### config.mk
export PLATFORM = sky130hd
export DESIGN_NAME = fp_addsub_pipe
export DESIGN_NICKNAME = d
export VERILOG_FILES = /design/src/rtl/fp_addsub_pipe.sv
export SDC_FILE = /design/constraint.sdc
export NUM_CORES = 1
export LEC_CHECK = 0
export ABC_CLOCK_PERIOD_IN_PS = 5700
export CAP_MARGIN = 20
export CORE_ASPECT_RATIO = 1.4
export CORE_MARGIN = 2
export CORE_UTILIZATION = 32
export DETAILED_ROUTE_END_ITERATION = 8
export PLACE_DENSITY_LB_ADDON = 0.25
export SLEW_MARGIN = 20
export SYNTH_ARGS = -nofsm -noshare
export SYNTH_HDL_FRONTEND = slang
export SYNTH_SLANG_ARGS = --single-unit
### constraint.sdc
create_clock -name clk -period 5.7 [get_ports clk]
set_input_delay 1.14 -clock clk [delete_from_list [all_inputs] [get_ports clk]]
set_output_delay 1.14 -clock clk [all_outputs]
set_load 0.05 [all_outputs]
### src/rtl/fp_addsub_pipe.sv
`default_nettype none
// ============================================================================
//  Module      : fp_addsub_pipe
//  Description : Three-stage pipelined floating-point adder/subtractor
//                (align, add, normalise/round), valid/ready with full stall.
//                Optional exception flags port when FP_EXC_FLAGS_EN is defined.
//  Revision    : 1.0 - initial release
// ============================================================================
module fp_addsub_pipe #(
    parameter int EXP_W = 8,
    parameter int MAN_W = 23,
    localparam int W = 1 + EXP_W + MAN_W
) (
    input  logic         clk,
    input  logic         rst_n,
    input  logic         in_valid,
    output logic         in_ready,
    input  logic [W-1:0] a,
    input  logic [W-1:0] b,
    input  logic         op,
    output logic         out_valid,
    input  logic         out_ready,
`ifdef FP_EXC_FLAGS_EN
    output logic [3:0]   flags,
`endif
    output logic [W-1:0] result
);

    localparam int MW  = MAN_W + 4;
    localparam int EW2 = EXP_W + 2;
    localparam int LZW = $clog2(MW + 1);

    localparam logic [1:0]       c_cls_num  = 2'd0;
    localparam logic [1:0]       c_cls_nan  = 2'd1;
    localparam logic [1:0]       c_cls_inf  = 2'd2;
    localparam logic [EXP_W-1:0] c_exp_ones = {EXP_W{1'b1}};
    localparam logic [EXP_W-1:0] c_fold     = EXP_W'(MAN_W + 3);
    localparam logic [EW2-1:0]   c_exp_max  = {2'b00, {EXP_W{1'b1}}};
    localparam logic [W-1:0]     c_qnan     = {1'b0, {EXP_W{1'b1}}, 1'b1, {(MAN_W-1){1'b0}}};

    logic w_stall;
    assign w_stall  = out_valid & ~out_ready;
    assign in_ready = ~w_stall;

    // ------------------------------------------------------------------ align
    logic             w_sa, w_sb;
    logic [EXP_W-1:0] w_ea, w_eb;
    logic [MAN_W-1:0] w_fa, w_fb, w_fa_f, w_fb_f;
    logic             w_a_zero, w_b_zero, w_a_nan, w_b_nan, w_a_inf, w_b_inf;

    assign w_sa = a[W-1];
    assign w_sb = b[W-1] ^ op;
    assign w_ea = a[W-2:MAN_W];
    assign w_eb = b[W-2:MAN_W];
    assign w_fa = a[MAN_W-1:0];
    assign w_fb = b[MAN_W-1:0];

    assign w_a_zero = (w_ea == '0);
    assign w_b_zero = (w_eb == '0);
    assign w_a_nan  = (w_ea == c_exp_ones) & (|w_fa);
    assign w_b_nan  = (w_eb == c_exp_ones) & (|w_fb);
    assign w_a_inf  = (w_ea == c_exp_ones) & ~(|w_fa);
    assign w_b_inf  = (w_eb == c_exp_ones) & ~(|w_fb);
    assign w_fa_f   = w_a_zero ? '0 : w_fa;
    assign w_fb_f   = w_b_zero ? '0 : w_fb;

    logic             w_swap;
    logic [EXP_W-1:0] w_e_big, w_e_sml, w_diff;
    logic [MAN_W:0]   w_m_big, w_m_sml;
    logic [MW-1:0]    w_sml_field, w_shifted, w_sml_al;
    logic             w_lost;

    assign w_swap      = {w_eb, w_fb_f} > {w_ea, w_fa_f};
    assign w_e_big     = w_swap ? w_eb : w_ea;
    assign w_e_sml     = w_swap ? w_ea : w_eb;
    assign w_m_big     = w_swap ? {~w_b_zero, w_fb_f} : {~w_a_zero, w_fa_f};
    assign w_m_sml     = w_swap ? {~w_a_zero, w_fa_f} : {~w_b_zero, w_fb_f};
    assign w_diff      = w_e_big - w_e_sml;
    assign w_sml_field = {w_m_sml, 3'b000};
    assign w_shifted   = w_sml_field >> w_diff;
    assign w_lost      = |(w_sml_field & ~({MW{1'b1}} << w_diff));
    assign w_sml_al    = (w_diff >= c_fold) ? {{(MW-1){1'b0}}, |w_m_sml}
                                            : {w_shifted[MW-1:1], w_shifted[0] | w_lost};

    logic [1:0] w_cls;
    logic       w_sign;
    always_comb begin
        w_cls = c_cls_num;
        if (w_a_nan | w_b_nan | (w_a_inf & w_b_inf & (w_sa != w_sb)))
            w_cls = c_cls_nan;
        else if (w_a_inf | w_b_inf)
            w_cls = c_cls_inf;
        w_sign = w_a_inf ? w_sa : (w_b_inf ? w_sb : (w_swap ? w_sb : w_sa));
    end

    logic             r1_valid, r1_sign, r1_zsign, r1_sub;
    logic [1:0]       r1_cls;
    logic [EXP_W-1:0] r1_exp;
    logic [MW-1:0]    r1_mbig, r1_msml;

    // -------------------------------------------------------------------- add
    logic [MW:0] w_sum;
    assign w_sum = r1_sub ? ({1'b0, r1_mbig} - {1'b0, r1_msml})
                          : ({1'b0, r1_mbig} + {1'b0, r1_msml});

    logic             r2_valid, r2_sign, r2_zsign;
    logic [1:0]       r2_cls;
    logic [EXP_W-1:0] r2_exp;
    logic [MW:0]      r2_sum;

    // ------------------------------------------------------ normalise / round
    function automatic logic [LZW-1:0] f_lzc(input logic [MW-1:0] v);
        f_lzc = LZW'(MW);
        for (int i = 0; i < MW; i++)
            if (v[i]) f_lzc = LZW'(MW - 1 - i);
    endfunction

    logic           w_carry, w_zero, w_rnd_up, w_rcarry, w_flush, w_ovf;
    logic [LZW-1:0] w_lz;
    logic [MW-1:0]  w_norm;
    logic [MAN_W:0] w_rsum;
    logic [EW2-1:0] w_exp_ext, w_lz_ext, w_expn, w_expr;

    assign w_carry   = r2_sum[MW];
    assign w_lz      = f_lzc(r2_sum[MW-1:0]);
    assign w_norm    = w_carry ? {r2_sum[MW:2], |r2_sum[1:0]} : (r2_sum[MW-1:0] << w_lz);
    // a normalised nonzero sum always carries its hidden bit at the top
    assign w_zero    = ~w_norm[MW-1];
    assign w_exp_ext = {2'b00, r2_exp};
    assign w_lz_ext  = {{(EW2-LZW){1'b0}}, w_lz};
    assign w_expn    = w_carry ? (w_exp_ext + EW2'(1)) : (w_exp_ext - w_lz_ext);
    assign w_rnd_up  = w_norm[2] & (w_norm[1] | w_norm[0] | w_norm[3]);
    assign w_rsum    = {1'b0, w_norm[MW-2:3]} + {{MAN_W{1'b0}}, w_rnd_up};
    assign w_rcarry  = w_rsum[MAN_W];
    assign w_expr    = w_expn + {{(EW2-1){1'b0}}, w_rcarry};
    assign w_flush   = w_expn[EW2-1] | (w_expn == '0);
    assign w_ovf     = (w_expr >= c_exp_max);

    logic [W-1:0] w_result;
    always_comb begin
        w_result = '0;
        case (r2_cls)
            c_cls_nan: w_result = c_qnan;
            c_cls_inf: w_result = {r2_sign, c_exp_ones, {MAN_W{1'b0}}};
            default: begin
                if (w_zero)
                    w_result = {r2_zsign, {(W-1){1'b0}}};
                else if (w_flush)
                    w_result = {r2_sign, {(W-1){1'b0}}};
                else if (w_ovf)
                    w_result = {r2_sign, c_exp_ones, {MAN_W{1'b0}}};
                else
                    w_result = {r2_sign, w_expr[EXP_W-1:0], w_rsum[MAN_W-1:0]};
            end
        endcase
    end

`ifdef FP_EXC_FLAGS_EN
    logic w_inv, r1_inv, r2_inv;
    logic w_num;
    logic [3:0] w_flags;
    // signalling NaNs have the fraction MSB clear
    assign w_inv = (w_a_nan & ~w_fa[MAN_W-1]) | (w_b_nan & ~w_fb[MAN_W-1])
                 | (w_a_inf & w_b_inf & (w_sa != w_sb));
    assign w_num = (r2_cls == c_cls_num) & ~w_zero;
    assign w_flags = {r2_inv,
                      w_num & ~w_flush & w_ovf,
                      w_num & w_flush,
                      w_num & (w_flush | w_ovf | (|w_norm[2:0]))};

    always_ff @(posedge clk) begin
        if (!w_stall) begin
            r1_inv <= w_inv;
            r2_inv <= r1_inv;
        end
    end

    always_ff @(posedge clk) begin
        if (!rst_n)
            flags <= 4'd0;
        else if (!w_stall && r2_valid)
            flags <= w_flags;
    end
`endif

    // ------------------------------------------------------------- registers
    always_ff @(posedge clk) begin
        if (!w_stall) begin
            r1_cls   <= w_cls;
            r1_sign  <= w_sign;
            r1_zsign <= w_sa & w_sb;
            r1_sub   <= (w_sa != w_sb);
            r1_exp   <= w_e_big;
            r1_mbig  <= {w_m_big, 3'b000};
            r1_msml  <= w_sml_al;
            r2_cls   <= r1_cls;
            r2_sign  <= r1_sign;
            r2_zsign <= r1_zsign;
            r2_exp   <= r1_exp;
            r2_sum   <= w_sum;
        end
    end

    always_ff @(posedge clk) begin
        if (!rst_n) begin
            r1_valid  <= 1'b0;
            r2_valid  <= 1'b0;
            out_valid <= 1'b0;
            result    <= '0;
        end else if (!w_stall) begin
            r1_valid  <= in_valid;
            r2_valid  <= r1_valid;
            out_valid <= r2_valid;
            if (r2_valid)
                result <= w_result;
        end
    end

endmodule
`default_nettype wire
==> summary.md <==
| Metric | Value |
|---|---|
| Status | `complete, but fails checks` |
| Failing checks | `setup timing` |
| Overall routing resource usage | `0.248` |
| Pint | `3.94 mW` |
| Sink Count | `139` |
| Top cells by area, synth | `edfxtp_1, ha_1, dfxtp_1` |
| Core box area | `between 40000 and 50000 sq um` |
| Vias in the first global route | `16100` |
| Vias | `15900` |
| Die X | `183 um` |
| Final setup fails | `17` |
| Pins Over Slew Limit | `0` |
| Initial antenna violation count | `0` |
| Root buf cell | `clkbuf_16` |
| Vias per inst | `approximately 5.6` |
| Worst-margin pin slew | `roughly 1.0 ns` |
| Fmax | `0.170 GHz` |
| Inst Count DP | `2788` |
| # port buffers | `102` |
| Min-delay worst type | `flop to flop` |
| Maxcap violations | `0` |
| CTS Buf Count | `17` |
| CTS tree | `built` |
| Main flop type after synthesis | `edfxtp_1` |
| Critical path fanouts, max | `6` |
| Final antenna-violating net count | `0` |
| Seq/Total Area, Yosys | `0.267` |
| Final wirelength | `just under 60000 um` |
| Clock Path Buffers | `2` |
| Tcrit/Tclk final | `1.03` |
| Clk_skew | `0.0157 ns` |
| Crit path time final | `5.87 ns` |
| Reg-to-reg slack, setup | `-0.17 ns` |
| CP Class | `flop to flop` |
| Layout cells sized above 1 | `0.316` |
| Worst setup EP type | `flop` |
| Dpl cell area | `approximately 19000 sq um` |
| CP startpoint kind | `flop` |
| Synth top cells by count | `nand2_1, nor2_1, o21ai_0, edfxtp_1, inv_1` |
| Pwr Total | `7.12 mW` |
| Final Cell Area | `20900 sq um` |
| Global route total overflow | `0` |
| # IOs | `103` |
| Clock-pin slew on the worst setup and hold paths | `approximately 0.080 ns` |
| # diodes | `0` |
| Leak Pwr | `slightly below 9 nW` |
| Distinct cells, synth | `94` |
| Hpwl dp | `47100 um` |
| WL/cell | `20.7 um` |
| Clk pwr share | `0.159` |
| Worst Path Required | `6.05 ns` |
| Layout area overhead | `45.7%` |
| Synth warn | `0` |
| Drt first pass iters | `5` |
| RSZ-0062 raised after global routing | `yes` |
| Die height | `254 um` |
| DRC errors left | `0` |
| Nets | `about 2400` |
| Die area | `46600 sq um` |
| Ys async rst share | `0` |
| Clk Latency, worst-skew pair | `around 0.46 ns` |
| Largest net degree at the start of global routing | `53` |
| Register share of total power | `0.197` |
| Core Util, Final | `0.473` |
| Post-Syn Instances | `1796` |
| Critical Path AT | `6.22 ns` |
| Mapped cell area | `14300 sq um` |
| CTS H-tree lvls | `4` |
| Power per cell area | `roughly 340 nW/um^2` |
| Maximum vdd ir drop | `around 0.00025 V` |
| Initial DRC Count | `938` |
| Post-synth EDFFs | `around 100` |
| Switching pwr | `3.17 mW` |
| Sw Share | `0.446` |
| Worst setup margin | `-0.167 ns` |
| Sum Neg Setup Slack | `-1.36 ns` |
| Dominant cell by count in the synthesized netlist | `nand2_1` |
| Final Non-Filler Cells | `approximately 2900` |
| Relative slew margins | `0.317` |
| Area leader, netlist | `edfxtp_1` |
| Initial core utilization | `0.325` |
| Hold Vio Cnt, Final | `0` |
| Comb power frac | `0.644` |
| Syn_area_per_cell | `7.99 sq um` |
| Num rows | `between 90 and 100` |
| Post-synth top area share | `0.218` |
| Seq cells post-synth | `roughly 140` |
| Syn nets | `between 1500 and 2000` |
| RD Place Congestion | `0.996` |
| First-pass GRT wire length | `88900 um` |
## flip-flops by register name, summed over array words and instances (netlist names), 2 cells and up
name,count
r1_exp,8
r2_cls,2
r1_mbig,24
r1_msml,27
r2_exp,8
r2_sum,28
r1_cls,2
result,32
## worst max-delay path, cell delays in order (launching register included)
cell       delay, ns
edfxtp_1        0.38
or3_1           0.39
a221oi_2        0.23
o21a_2          0.21
o21a_4          0.22
buf_4           0.15
mux2i_1         0.13
a22oi_1         0.25
o221ai_1        0.18
a211o_1         0.40
or4_4           0.54
or4_4           0.44
nor3_4          0.17
ha_2            0.23
ha_2            0.17
nor2_1          0.04
nor2_1          0.16
nand4_1         0.10
or4b_4          0.51
o2bb2ai_4       0.16
nand4bb_4       0.22
nor2_4          0.08
and4_1          0.18
a211o_1         0.22
## placed cells by master (no fill, tap or decap), drive strengths merged, types with 79 or more instances in the layout
cell and count:
nand3 79, inv 114, clkdlybuf4s50 86, buf 479, nor2 171, nand2 175, o21ai 128, edfxtp 104
ha 93, a21oi 91
## power groups by stage
stage	Sequential (mW)	Combinational (mW)	Clock (mW)
floorplan	1.46	2.23	0
finish	1.40	4.58	1.13
global route	1.43	4.88	1.19
detailed placement	1.42	4.25	0
CTS	1.41	4.40	1.16
global placement	1.42	4.25	0
## path summary, 6_finish.rpt
path / cells past startpoint / end / from
hold / removal: 0 / r2_zsign / r1_zsign
hold reg to reg: 0 / r2_zsign / r1_zsign
setup / recovery: 23 / result[19] / r2_sum[15]
setup reg to reg: 23 / result[19] / r2_sum[15]
## cell families after synthesis
group / count (synthesis) / share of synthesized area
flops: 139 / 0.267
fa+ha+maj: 95 / 0.0839
compound gates: 527 / 0.248
simple gates: 651 / 0.220
mux: 106 / 0.0810
buf+inv: 220 / 0.0645
xor+xnor: 58 / 0.0354
## routing by layer
layer	track usage	part of all wire	vias to the layer above
met4	0.173	0.073	0
met1	0.246	0.36	7579
met5	0	0	-
met3	0.0293	0.031	181
met2	0.479	0.54	472
li1	-	-	7695
## layout make-up
cell class,instances,area (sq um)
Clock buffer,17,425
Clock inverter,15,189
Fill cell,4303,23300
Inverter,109,419
Multi-Input combinational cell,1437,10500
Sequential cell,139,3820
Tap cell,558,698
Timing Repair Buffer,579,4790
## stage by stage
step,setup WS (ns),hold slack (ns)
after floorplan,-0.112,0.400
after global placement,-0.785,0.401
after detailed placement,-0.921,0.406
after CTS,-0.213,0.415
after global routing,-0.389,0.429
final,-0.167,0.413
## repair_timing
item / 4_1_cts / 5_1_grt
gates resized for setup: 113 / 152
cloned: 4 / 1
buffers inserted: 15 / 15
setup endpoints to repair: 55 / 56
pin swaps: 27 / 66
hold buffers: 0 / 0
Note: power is estimated with default switching activity, not from simulation.
